===== config.mk =====
export PLATFORM = sky130hd
export DESIGN_NAME = spi_target_flat
export DESIGN_NICKNAME = d
export VERILOG_FILES = /design/src/rtl/spi_target_if.sv /design/src/rtl/spi_target.sv /design/src/flat_wrapper.sv
export SDC_FILE = /design/constraint.sdc
export NUM_CORES = 1
export LEC_CHECK = 0
export CAP_MARGIN = 40
export CORE_MARGIN = 5
export CORE_UTILIZATION = 56
export DETAILED_ROUTE_END_ITERATION = 16
export PLACE_DENSITY = 0.83
export SYNTH_ARGS = -nofsm -noshare
export SYNTH_HDL_FRONTEND = slang
export SYNTH_SLANG_ARGS = --single-unit

===== constraint.sdc =====
create_clock -name clk -period 4.38 [get_ports clk]
set_input_delay 0.876 -clock clk [delete_from_list [all_inputs] [get_ports clk]]
set_output_delay 0.876 -clock clk [all_outputs]
set_load 0.005 [all_outputs]

===== src/rtl/spi_target_if.sv =====
// Fabric-side byte stream of the SPI target: one-deep transmit holding
// register handshake plus the receive strobe.
interface spi_target_if;
    logic [7:0] tx_data;
    logic       tx_load;
    logic       tx_ready;
    logic       tx_underrun;
    logic [7:0] rx_data;
    logic       rx_valid;

    modport master (
        output tx_data, tx_load,
        input  tx_ready, tx_underrun, rx_data, rx_valid
    );

    modport slave (
        input  tx_data, tx_load,
        output tx_ready, tx_underrun, rx_data, rx_valid
    );
endinterface


===== src/rtl/spi_target.sv =====
// SPI mode-0 responder, MSB first, 8-bit frames. The SPI pins are oversampled
// in the clk domain; bytes are exchanged with fabric through spi_target_if.
module spi_target #(
    parameter int         SYNC_STAGES = 2,
    parameter logic [7:0] TX_DEFAULT  = 8'hFF,
    parameter logic       IDLE_MISO   = 1'b1
) (
    input  logic          clk,
    input  logic          rst,
    input  logic          sclk,
    input  logic          ss,
    input  logic          mosi,
    output logic          miso,
    output logic          miso_oe,
    output logic          selected,
    spi_target_if.slave   bus
);
    typedef enum logic {S_IDLE, S_ACTIVE} state_t;

    logic [SYNC_STAGES-1:0] sclk_sync, ss_sync, mosi_sync;
    logic                   sclk_d;
    logic                   sclk_s, ss_s, mosi_s;
    logic                   sclk_rise, sclk_fall;

    state_t     state;
    logic [2:0] bit_ctr;
    logic [7:0] tx_sh, rx_sh;
    logic [7:0] hold;
    logic       hold_full;
    logic [7:0] rx_data_r;
    logic       rx_valid_r, underrun_r;
    logic       boundary;
    logic [7:0] next_byte;

    // Synchronizers reset to the pin levels of an idle, deselected bus.
    always_ff @(posedge clk) begin
        if (rst) begin
            sclk_sync <= '0;
            ss_sync   <= '1;
            mosi_sync <= '1;
            sclk_d    <= 1'b0;
        end else begin
            sclk_sync <= {sclk_sync[SYNC_STAGES-2:0], sclk};
            ss_sync   <= {ss_sync[SYNC_STAGES-2:0], ss};
            mosi_sync <= {mosi_sync[SYNC_STAGES-2:0], mosi};
            sclk_d    <= sclk_s;
        end
    end

    assign sclk_s    = sclk_sync[SYNC_STAGES-1];
    assign ss_s      = ss_sync[SYNC_STAGES-1];
    assign mosi_s    = mosi_sync[SYNC_STAGES-1];
    assign sclk_rise = sclk_s & ~sclk_d;
    assign sclk_fall = ~sclk_s & sclk_d;

    // A byte boundary is the select edge or the fall that follows the 8th rise.
    assign boundary  = ~ss_s & ((state == S_IDLE) ||
                                (sclk_fall && bit_ctr == 3'd0));
    assign next_byte = hold_full ? hold : TX_DEFAULT;

    always_ff @(posedge clk) begin
        if (rst) begin
            state      <= S_IDLE;
            bit_ctr    <= 3'd0;
            tx_sh      <= TX_DEFAULT;
            rx_sh      <= 8'd0;
            hold       <= 8'd0;
            hold_full  <= 1'b0;
            rx_data_r  <= 8'd0;
            rx_valid_r <= 1'b0;
            underrun_r <= 1'b0;
            miso       <= IDLE_MISO;
            miso_oe    <= 1'b0;
            selected   <= 1'b0;
        end else begin
            rx_valid_r <= 1'b0;
            underrun_r <= 1'b0;

            // A boundary consumes the held byte before a same-cycle load lands.
            if (boundary && hold_full)
                hold_full <= 1'b0;
            else if (bus.tx_load && !hold_full) begin
                hold      <= bus.tx_data;
                hold_full <= 1'b1;
            end

            if (boundary) begin
                tx_sh      <= next_byte;
                miso       <= next_byte[7];
                underrun_r <= ~hold_full;
            end

            case (state)
                S_IDLE: begin
                    if (!ss_s) begin
                        state    <= S_ACTIVE;
                        selected <= 1'b1;
                        miso_oe  <= 1'b1;
                        bit_ctr  <= 3'd0;
                    end
                end
                S_ACTIVE: begin
                    if (ss_s) begin
                        state    <= S_IDLE;
                        selected <= 1'b0;
                        miso_oe  <= 1'b0;
                        miso     <= IDLE_MISO;
                        bit_ctr  <= 3'd0;
                    end else if (sclk_rise) begin
                        rx_sh   <= {rx_sh[6:0], mosi_s};
                        bit_ctr <= bit_ctr + 3'd1;
                        if (bit_ctr == 3'd7) begin
                            rx_data_r  <= {rx_sh[6:0], mosi_s};
                            rx_valid_r <= 1'b1;
                        end
                    end else if (sclk_fall && bit_ctr != 3'd0) begin
                        tx_sh <= {tx_sh[6:0], 1'b1};
                        miso  <= tx_sh[6];
                    end
                end
                default: state <= S_IDLE;
            endcase
        end
    end

    assign bus.tx_ready    = ~hold_full;
    assign bus.tx_underrun = underrun_r;
    assign bus.rx_data     = rx_data_r;
    assign bus.rx_valid    = rx_valid_r;
endmodule


===== src/flat_wrapper.sv =====
// flat-port wrapper written by rule: the top's interface ports become plain ports
module spi_target_flat 
#(
    parameter int         SYNC_STAGES = 2,
    parameter logic [7:0] TX_DEFAULT  = 8'hFF,
    parameter logic       IDLE_MISO   = 1'b1
)
  (clk, rst, sclk, ss, mosi, miso, miso_oe, selected, bus_tx_data, bus_tx_load, bus_tx_ready, bus_tx_underrun, bus_rx_data, bus_rx_valid);
  spi_target_if bus_i ();
  input  logic clk;
  input  logic rst;
  input  logic sclk;
  input  logic ss;
  input  logic mosi;
  output logic miso;
  output logic miso_oe;
  output logic selected;
  input wire logic [$bits(bus_i.tx_data)-1:0] bus_tx_data;
  input wire logic [$bits(bus_i.tx_load)-1:0] bus_tx_load;
  output wire logic [$bits(bus_i.tx_ready)-1:0] bus_tx_ready;
  output wire logic [$bits(bus_i.tx_underrun)-1:0] bus_tx_underrun;
  output wire logic [$bits(bus_i.rx_data)-1:0] bus_rx_data;
  output wire logic [$bits(bus_i.rx_valid)-1:0] bus_rx_valid;
  assign bus_i.tx_data = bus_tx_data;
  assign bus_i.tx_load = bus_tx_load;
  assign bus_tx_ready = bus_i.tx_ready;
  assign bus_tx_underrun = bus_i.tx_underrun;
  assign bus_rx_data = bus_i.rx_data;
  assign bus_rx_valid = bus_i.rx_valid;
  spi_target #(.SYNC_STAGES(SYNC_STAGES), .TX_DEFAULT(TX_DEFAULT), .IDLE_MISO(IDLE_MISO)) u_core (.clk(clk), .rst(rst), .sclk(sclk), .ss(ss), .mosi(mosi), .miso(miso), .miso_oe(miso_oe), .selected(selected), .bus(bus_i));
endmodule

==> results.ini <==
[synthesis]
synthAdderAreaFrac=0.0286
synthMuxAreaShare=0.00571
synth_xor_area_frac=0
async_flop_share=0
netlist_top_cells_area=dfxtp_1, a21oi_1, nand2_1, nand3_1, ha_1
synth.yosys.seq_area_share=0.526
synth_nets=220
synth_compound_area_frac=0.168
ys_types=30
syn-cell-area_sq_mm=0.00175
synth-edff-count=0
yosys_most_used_dff=dfxtp_1
synth_top_area_share=0.526
synth.avg_cell_area_sq_um=8.67
synth_top_family_by_area=simple AND/OR/NAND/NOR gates
postSynthCellCount=202
ys_seq_elements=46
yosys.area_share.simple=0.229
synth.largest_area_cell=dfxtp_1
synth_warnings=0

[critical_path]
critical_path_buf_inv_count=2
startpoint=u_core.hold_full$_SDFFE_PP0P_
crit_arrival_ps=1360
path_cells=inv_1 -> clkdlybuf4s50_1
reg2reg_slack_ps=2760
rr_worst_depth=6
slowest_delay_ps=520
crit_family=buffers and inverters
slowest_stage=clkdlybuf4s50_1
required_ps=3500
crit_path_end_kind=primary output
critical_path_class=reg -> out
r2r_start=u_core.bit_ctr[0]$_SDFFE_PP0P_
r2r_end=u_core.tx_sh[6]$_SDFF_PP1_
path_max_fanout=5
path_depth=2
start_kind=flop

[cells_and_area]
final_cell_mix=dfxtp_1, nand2_1, a21oi_1
syn_to_final_growth_pct=19.4
mostFrequentLayoutCell=dfxtp_1
nets=243
antenna_cells=0
layout-drive-gt1-share=0.0531

[floorplanning]
die-height_um=65.9
initial_core_util=0.579
coreArea_sq_mm=0.00303
num_rows=20
die_area_sq_mm=0.00435
dieWidth_um=65.9
ios=28

[clock_network]
hold_buffers=0
cts_buffer_depth=2
cts_tree=done
root_buffer=clkbuf_4
cts_resized=0
clk_latency_ps=350
cts_sinks=46
post_cts.repair.setup_buffers=0
path_clk_slew_ps=110
cts_buffers=5
htree_levels=2

[timing]
skew_ps=13.9
setup_viol=0
drv_slew=0
rsz0062_at_grt=no
slew_headroom=0.673
tightest_slew_ps=490
fin_ws_ps=2150
hold_viol_final=0
holdWs_ps=420
clock.fmax_ghz=0.448
finalCriticalPeriod_ps=2230
finalCritPeriodShare=0.510
finalSetupTns_ps=0

[hold_path]
hold_path_depth=1
hold_class=reg -> reg
hold_path_end=u_core.ss_sync[1]$_SDFF_PP1_
worstHoldStart=u_core.ss_sync[0]$_SDFF_PP1_

[grt]
overflow=0
grt_pass1_vias=1418
grt_max_degree=47
grt_pass1_wl_mm=6.26
track_usage=0.184
grt_antenna_before_repair=0

[routing]
routed-via-count=1447
vias_per_cell=5.36
dr.pass1.iters=4
wl_per_cell_um=13.0
first_iter_violations=92
drc=0
wirelength_mm=3.51
antenna_left=0

[power_and_ir_drop]
total_power_uw=688
powerDensity_mw_per_mm2=329
irDropWorstVdd_mv=0.224
p_leak_uw=0.000758

[placement]
dp_slack_ps=2250
portBuffers=27
post-dp-hpwl_mm=2.49
place_congestion=0.804

[job]
max_cap_viol_count=0

[status]
outcome=finished, final reports clean

==> layer usage <==
metal	wire (um)	GRT usage	up-vias
li1	-	-	734
met1	1650	0.225	667
met2	1650	0.313	39
met3	145	0.0374	7
met4	63	0.0761	0
met5	0	0	-
==> cell type report <==
class	instances	area, sq um
Inverter	6	22.5
Sequential cell	46	921
Fill cell	252	937
Clock buffer	7	55.1
Multi-Input combinational cell	138	754
Clock inverter	1	5.00
Tap cell	44	55.1
Timing Repair Buffer	28	278
==> power by group <==
part           switching (uW)  internal [uW]  leakage (uW)  total [uW]
clock                     124           78.0     0.0000353         202
sequential               7.84            429      0.000374         437
combinational            22.5           26.3      0.000348        48.8
total                     155            533      0.000758         688
==> how the worst max path moves through the flow <==
stage               slack (ps)                                 to
floorplan                 2790  u_core.bus.tx_underrun$_SDFF_PP0_
global placement          2310        u_core.hold[4]$_SDFFE_PP0P_
detailed placement        2250        u_core.hold[5]$_SDFFE_PP0P_
CTS                       2130                       bus_tx_ready
global route              2060                       bus_tx_ready
finish                    2150                       bus_tx_ready
==> cell usage after synthesis, drive strengths merged, types with 2 or more instances <==
cell,count
a21oi,32
nor3b,3
or2,4
ha,4
a22oi,2
o21ai,10
o22ai,6
nor2b,5
inv,6
nand3,16
nand2b,2
nand2,36
buf,5
clkbuf,7
nor2,8
dfxtp,46
==> cell families (layout without fill, tap and decap cells) <==
| family | Yosys count | in the layout |
|---|---|---|
| buf+inv | 18 | 42 |
| fa+ha+maj | 4 | 4 |
| flops | 46 | 46 |
| compound gates | 53 | 53 |
| mux | 1 | 1 |
| simple gates | 80 | 80 |
==> sequential cells by signal (all words and copies together), names as in the netlist, 2 cells and up <==
name	cells
u_core.mosi_sync	2
u_core.ss_sync	2
u_core.rx_sh	7
u_core.bit_ctr	3
u_core.bus.rx_data	8
u_core.hold	8
u_core.tx_sh	7
u_core.sclk_sync	2
==> per-stage QoR <==
stage / instance area, sq um / cells / utilization
after floorplan: 1750 / 202 / -
after global placement: 2030 / 262 / 0.671
after detailed placement: 2030 / 262 / 0.671
after CTS: 2090 / 270 / 0.690
after global routing: 2090 / 270 / 0.690
final: 2090 / 270 / 0.690
(Power assumes the default switching activity.)
